===== src/rtl/sr04_controller.sv =====
// HC-SR04 ultrasonic ranger controller: trigger generation, echo timing, distance in cm.
// Optional self-trigger is built only when SR04_AUTO_TRIG_EN is defined.
module sr04_controller #(
    parameter int unsigned CLK_FREQ        = 100_000_000,
    parameter int unsigned TRIG_US         = 10,
    parameter int unsigned ECHO_TIMEOUT_US = 30_000,
    parameter int unsigned MAX_CM          = 400,
    parameter int unsigned AUTO_PERIOD_MS  = 100
) (
    input  logic        clk,
    input  logic        rst,
    input  logic        start,
    input  logic        echo,
    output logic        trig,
    output logic [11:0] distance,
    output logic        done,
    output logic        error,
    output logic        busy
);
    localparam int unsigned DIV    = CLK_FREQ / 1_000_000;
    localparam int unsigned TICK_W = (DIV > 1) ? $clog2(DIV) : 1;
    localparam int unsigned US_MAX = (TRIG_US > ECHO_TIMEOUT_US) ? TRIG_US : ECHO_TIMEOUT_US;
    localparam int unsigned US_W   = $clog2(US_MAX + 1);
    localparam int unsigned SUB_W  = $clog2(58);
    localparam int unsigned CM_W   = 12;

    if (CLK_FREQ % 1_000_000 != 0 || TRIG_US == 0 || ECHO_TIMEOUT_US == 0 || AUTO_PERIOD_MS == 0) begin : g_bad_cfg
        $error("sr04_controller: invalid parameter set");
    end

    typedef enum logic [2:0] {
        S_IDLE,
        S_TRIG,
        S_WAIT_ECHO,
        S_MEASURE,
        S_DONE,
        S_FAIL
    } state_t;

    state_t            state;
    logic [TICK_W-1:0] tick_cnt;
    logic [US_W-1:0]   us_cnt;
    logic [SUB_W-1:0]  sub_cnt;
    logic [CM_W-1:0]   cm_cnt;
    logic              echo_s1;
    logic              echo_s2;
    logic              echo_prev;
    logic              tick_c;
    logic              rise_c;
    logic              fall_c;
    logic              req_c;

    // Two-flop synchronizer plus one more sample for edge detection
    always_ff @(posedge clk or posedge rst) begin
        if (rst) begin
            echo_s1   <= 1'b0;
            echo_s2   <= 1'b0;
            echo_prev <= 1'b0;
        end else begin
            echo_s1   <= echo;
            echo_s2   <= echo_s1;
            echo_prev <= echo_s2;
        end
    end

    assign rise_c = echo_s2 & ~echo_prev;
    assign fall_c = ~echo_s2 & echo_prev;
    assign tick_c = (tick_cnt == TICK_W'(DIV - 1));

`ifdef SR04_AUTO_TRIG_EN
    localparam int unsigned PERIOD_CYC = (CLK_FREQ / 1000) * AUTO_PERIOD_MS;
    localparam int unsigned PER_W      = (PERIOD_CYC > 1) ? $clog2(PERIOD_CYC) : 1;

    logic [PER_W-1:0] per_cnt;
    logic             per_end_c;

    assign per_end_c = (per_cnt == PER_W'(PERIOD_CYC - 1));

    // Free-running period counter; an expiry while busy is simply lost
    always_ff @(posedge clk or posedge rst) begin
        if (rst) begin
            per_cnt <= '0;
        end else begin
            per_cnt <= per_end_c ? '0 : per_cnt + PER_W'(1);
        end
    end

    assign req_c = start | (per_end_c & ~busy);
`else
    assign req_c = start;
`endif

    always_ff @(posedge clk or posedge rst) begin
        if (rst) begin
            state    <= S_IDLE;
            tick_cnt <= '0;
            us_cnt   <= '0;
            sub_cnt  <= '0;
            cm_cnt   <= '0;
            trig     <= 1'b0;
            distance <= '0;
            done     <= 1'b0;
            error    <= 1'b0;
            busy     <= 1'b0;
        end else begin
            done     <= 1'b0;
            tick_cnt <= tick_c ? '0 : tick_cnt + TICK_W'(1);
            case (state)
                S_IDLE: begin
                    // busy is still high for the cycle that carries done
                    busy <= 1'b0;
                    if (req_c && !busy) begin
                        state    <= S_TRIG;
                        trig     <= 1'b1;
                        busy     <= 1'b1;
                        us_cnt   <= '0;
                        tick_cnt <= '0;
                    end
                end
                S_TRIG: begin
                    if (tick_c) begin
                        if (us_cnt == US_W'(TRIG_US - 1)) begin
                            state    <= S_WAIT_ECHO;
                            trig     <= 1'b0;
                            us_cnt   <= '0;
                            tick_cnt <= '0;
                        end else begin
                            us_cnt <= us_cnt + US_W'(1);
                        end
                    end
                end
                S_WAIT_ECHO: begin
                    if (rise_c) begin
                        state    <= S_MEASURE;
                        sub_cnt  <= '0;
                        cm_cnt   <= '0;
                        tick_cnt <= '0;
                    end else if (tick_c) begin
                        if (us_cnt == US_W'(ECHO_TIMEOUT_US - 1)) begin
                            state    <= S_FAIL;
                            tick_cnt <= '0;
                        end else begin
                            us_cnt <= us_cnt + US_W'(1);
                        end
                    end
                end
                S_MEASURE: begin
                    if (fall_c) begin
                        state    <= S_DONE;
                        tick_cnt <= '0;
                    end else if (cm_cnt == CM_W'(MAX_CM + 1)) begin
                        state    <= S_FAIL;
                        tick_cnt <= '0;
                    end
                    // 58 us of echo per centimetre
                    if (tick_c) begin
                        if (sub_cnt == SUB_W'(57)) begin
                            sub_cnt <= '0;
                            cm_cnt  <= cm_cnt + CM_W'(1);
                        end else begin
                            sub_cnt <= sub_cnt + SUB_W'(1);
                        end
                    end
                end
                S_DONE: begin
                    state    <= S_IDLE;
                    distance <= cm_cnt;
                    error    <= 1'b0;
                    done     <= 1'b1;
                    tick_cnt <= '0;
                end
                S_FAIL: begin
                    state    <= S_IDLE;
                    error    <= 1'b1;
                    done     <= 1'b1;
                    tick_cnt <= '0;
                end
                default: begin
                    state <= S_IDLE;
                end
            endcase
        end
    end
endmodule


===== config.mk =====
export PLATFORM = sky130hd
export DESIGN_NAME = sr04_controller
export DESIGN_NICKNAME = d
export VERILOG_FILES = /design/src/rtl/sr04_controller.sv
export SDC_FILE = /design/constraint.sdc
export NUM_CORES = 1
export LEC_CHECK = 0
export ABC_AREA = 1
export BUFFER_PORTS_ARGS = -buffer_cell sky130_fd_sc_hd__buf_2
export CORE_ASPECT_RATIO = 0.7
export CORE_MARGIN = 4
export CORE_UTILIZATION = 40
export DETAILED_ROUTE_END_ITERATION = 8
export GPL_ROUTABILITY_DRIVEN = 0
export GPL_TIMING_DRIVEN = 0
export HOLD_SLACK_MARGIN = 0.03
export MAX_ROUTING_LAYER = met4
export PLACE_DENSITY = 0.53
export SKIP_CTS_REPAIR_TIMING = 1
export SKIP_LAST_GASP = 1
export SLEW_MARGIN = 20
export SYNTH_ARGS = -nofsm -noshare
export SYNTH_HDL_FRONTEND = slang
export SYNTH_SLANG_ARGS = --single-unit

===== constraint.sdc =====
create_clock -name clk -period 3.3 [get_ports clk]
set_input_delay 0.165 -clock clk [delete_from_list [all_inputs] [get_ports clk]]
set_output_delay 0.165 -clock clk [all_outputs]
set_load 0.005 [all_outputs]

==> qor.csv <==
metric,value,unit
routed_via_density,4.84,
root_buffer,clkbuf_16,
dpl.hpwl,6580,µm
clockPowerShare,33.4,%
ios,20,
die-area,11000,µm²
max_freq,0.537,GHz
peakVddDrop,0.406,mV
ys_seq_area_share,41.5,%
grt_pass1_wl,14900,µm
synth_area_leaders,"dfrtp_1 (42%), nand2_1 (14%), nor2_1 (6.8%)",
antenna_found_initial,0,
clock_sinks,62,
final_common_cell,nand2_1,
fin_skew,0.00645,ns
holdPathStages,5,
first_global_vias,2933,
ys_warn_count,0,
netlist.top_cell.by_area,dfrtp_1,
coreArea,9070,µm²
synth.top_cell.area_share,41.5,%
min_path_type,primary input to flip-flop,
synth_fp_nets,514,
drive_gt1_share,13.7,%
crit_path_start,tick_cnt[0],
status,completed,
grt_start_max_net_pins,50,
post-route-period-util,56.4,%
sw_frac_of_total,38.7,%
num_vias,3218,
grt_setup_unrepaired,false,
seq_power_share,30.4,%
hold_viol,0,
regToRegEndpoint,us_cnt[4],
track_usage,18.2,%
post-route-min-period,1.86,ns
crit_fanout,10,
drt_pass1_iterations,4,
reg2regPathDepth,11,
initialDrtViolationCount,199,
wire_per_inst,13.1,µm
required,3.52,ns
p_per_area,700,nW/µm²
fillers,940,
worstMarginPinSlew,0.585,ns
cts_buffers,9,
cap_violations,0,
drv_slew,0,
setup_violations,0,
cts_tree,built,
clk_pin_slew,0.06,ns
nets,547,
mappedNetlistArea,3730,µm²
intPower,1.87,mW
row_count,29,
portBuffers,19,
cts_buffer_depth,2,
power.leakage,2.15,nW
initial_core_util,41.2,%
drtAntennaViolNets,0,
cp-start-kind,flip-flop,
reg2reg_from,tick_cnt[0],
clk_latency,0.33,ns
area_growth_syn_to_layout,16.7,%
avgSynthCellArea,7.43,µm²
gr-total-overflow,0,
dpl_cell_area,4020,µm²
whs_endpoint,trig,
antennaDiodeCount,0,
cts_max_level,3,
hold_start,start,
end_kind,flip-flop,
p_sw,1.18,mW
pwr-share-comb,36.1,%
die_h,88.8,µm
r2r_slack,1.44,ns
crit_arrival,2.08,ns
setup_tns,0,ns
critPathKind,flip-flop to flip-flop,
die_w,123,µm
ys_ff_latch,62,
ys_types,38,
finalInstanceArea,4360,µm²
layout_common_cells,"nand2_1 (137), nor2_1 (68), dfrtp_1 (62), inv_1 (59), nand3_1 (43)",
synth_cells,503,
drc,0,
maxSlewHeadroom,61.0,%
routed_wl,8740,µm
-- final cells by class --
cell class | count | area [µm²] | share of cell area [%]
Tap cell | 124 | 155 | 3.56
Buffer | 14 | 124 | 2.84
Timing Repair Buffer | 22 | 143 | 3.27
Multi-Input combinational cell | 361 | 1800 | 41.4
Inverter | 66 | 258 | 5.91
Clock buffer | 9 | 225 | 5.17
Sequential cell | 62 | 1550 | 35.6
Clock inverter | 7 | 97.6 | 2.24
-- cell usage after synthesis, drive strengths merged --
cell type	number
nand3b	2
dfrtp	62
o21ai	43
ha	7
nand2	142
xnor2	1
nor3	5
a211oi	1
o31ai	1
o211ai	6
inv	66
o21a	1
a21oi	8
clkbuf	2
a31oi	2
a21boi	1
nand4	10
nor2	70
a21o	2
buf	12
xor2	10
nand3	46
o21bai	3
-- critical path, stage by stage (launching register included) --
cell	delay, ns
dfrtp_1	0.37
ha_1	0.23
inv_1	0.05
nor2_1	0.12
nand3_2	0.18
nand2_1	0.11
nand2_1	0.06
nor2_1	0.14
nand2_2	0.17
buf_6	0.19
nand2_1	0.06
nand2_1	0.05
-- through the flow --
stage	worst slack (ns)	util, %	hold slack [ns]	power [mW]	std cells
2_1_floorplan	1.59	-	0.196	1.74	503
3_3_place_gp	0.677	43.9	0.272	2.02	646
3_5_place_dp	1.45	44.3	0.112	2.04	647
4_1_cts	1.43	47.8	-0.247	3.08	663
5_1_grt	1.25	48.0	0.304	3.26	665
6_report	1.44	48.0	0.239	3.05	665
-- state kept, by name (all words and copies together) (netlist names) --
name,flops
done,1
echo_s1,1
tick_cnt,7
sub_cnt,6
error,1
busy,1
echo_s2,1
echo_prev,1
state,3
trig,1
distance,12
cm_cnt,12
us_cnt,15
-- power by group through the flow --
stage	Combinational, mW	Sequential (mW)	Clock [mW]
floorplan	0.814	0.927	0
global placement	1.09	0.936	0
detailed placement	1.10	0.941	0
CTS	1.10	0.929	1.04
global route	1.24	0.942	1.08
finish	1.10	0.928	1.02
-- layer usage --
metal / track usage, % / part of all wire [%] / up-vias
met1: 28.3 / 57 / 1468
met5: - / 0 / -
met2: 22.4 / 36 / 65
met3: 4.60 / 5.7 / 8
li1: - / - / 1677
met4: 5.13 / 0.84 / 0
-- cells by family (layout without fill, tap and decap cells) --
kind of cell	Yosys count	count (layout)	share of synthesized area (%)
AO/OA/AOI/OAI	68	68	11.1
XOR/XNOR	11	11	2.58
AND/OR/NAND/NOR	275	275	32.3
buffers and inverters	80	118	10.2
flip-flops	62	62	41.5
adder cells (fa/ha/maj)	7	7	2.34
-- how the worst max path moves through the flow --
stage | to | cells past startpoint
after floorplan | busy | 1
after global placement | distance[7] | 2
after detailed placement | us_cnt[5] | 11
after CTS | us_cnt[2] | 11
after global routing | us_cnt[3] | 11
final | us_cnt[4] | 11
(Power assumes the default switching activity.)
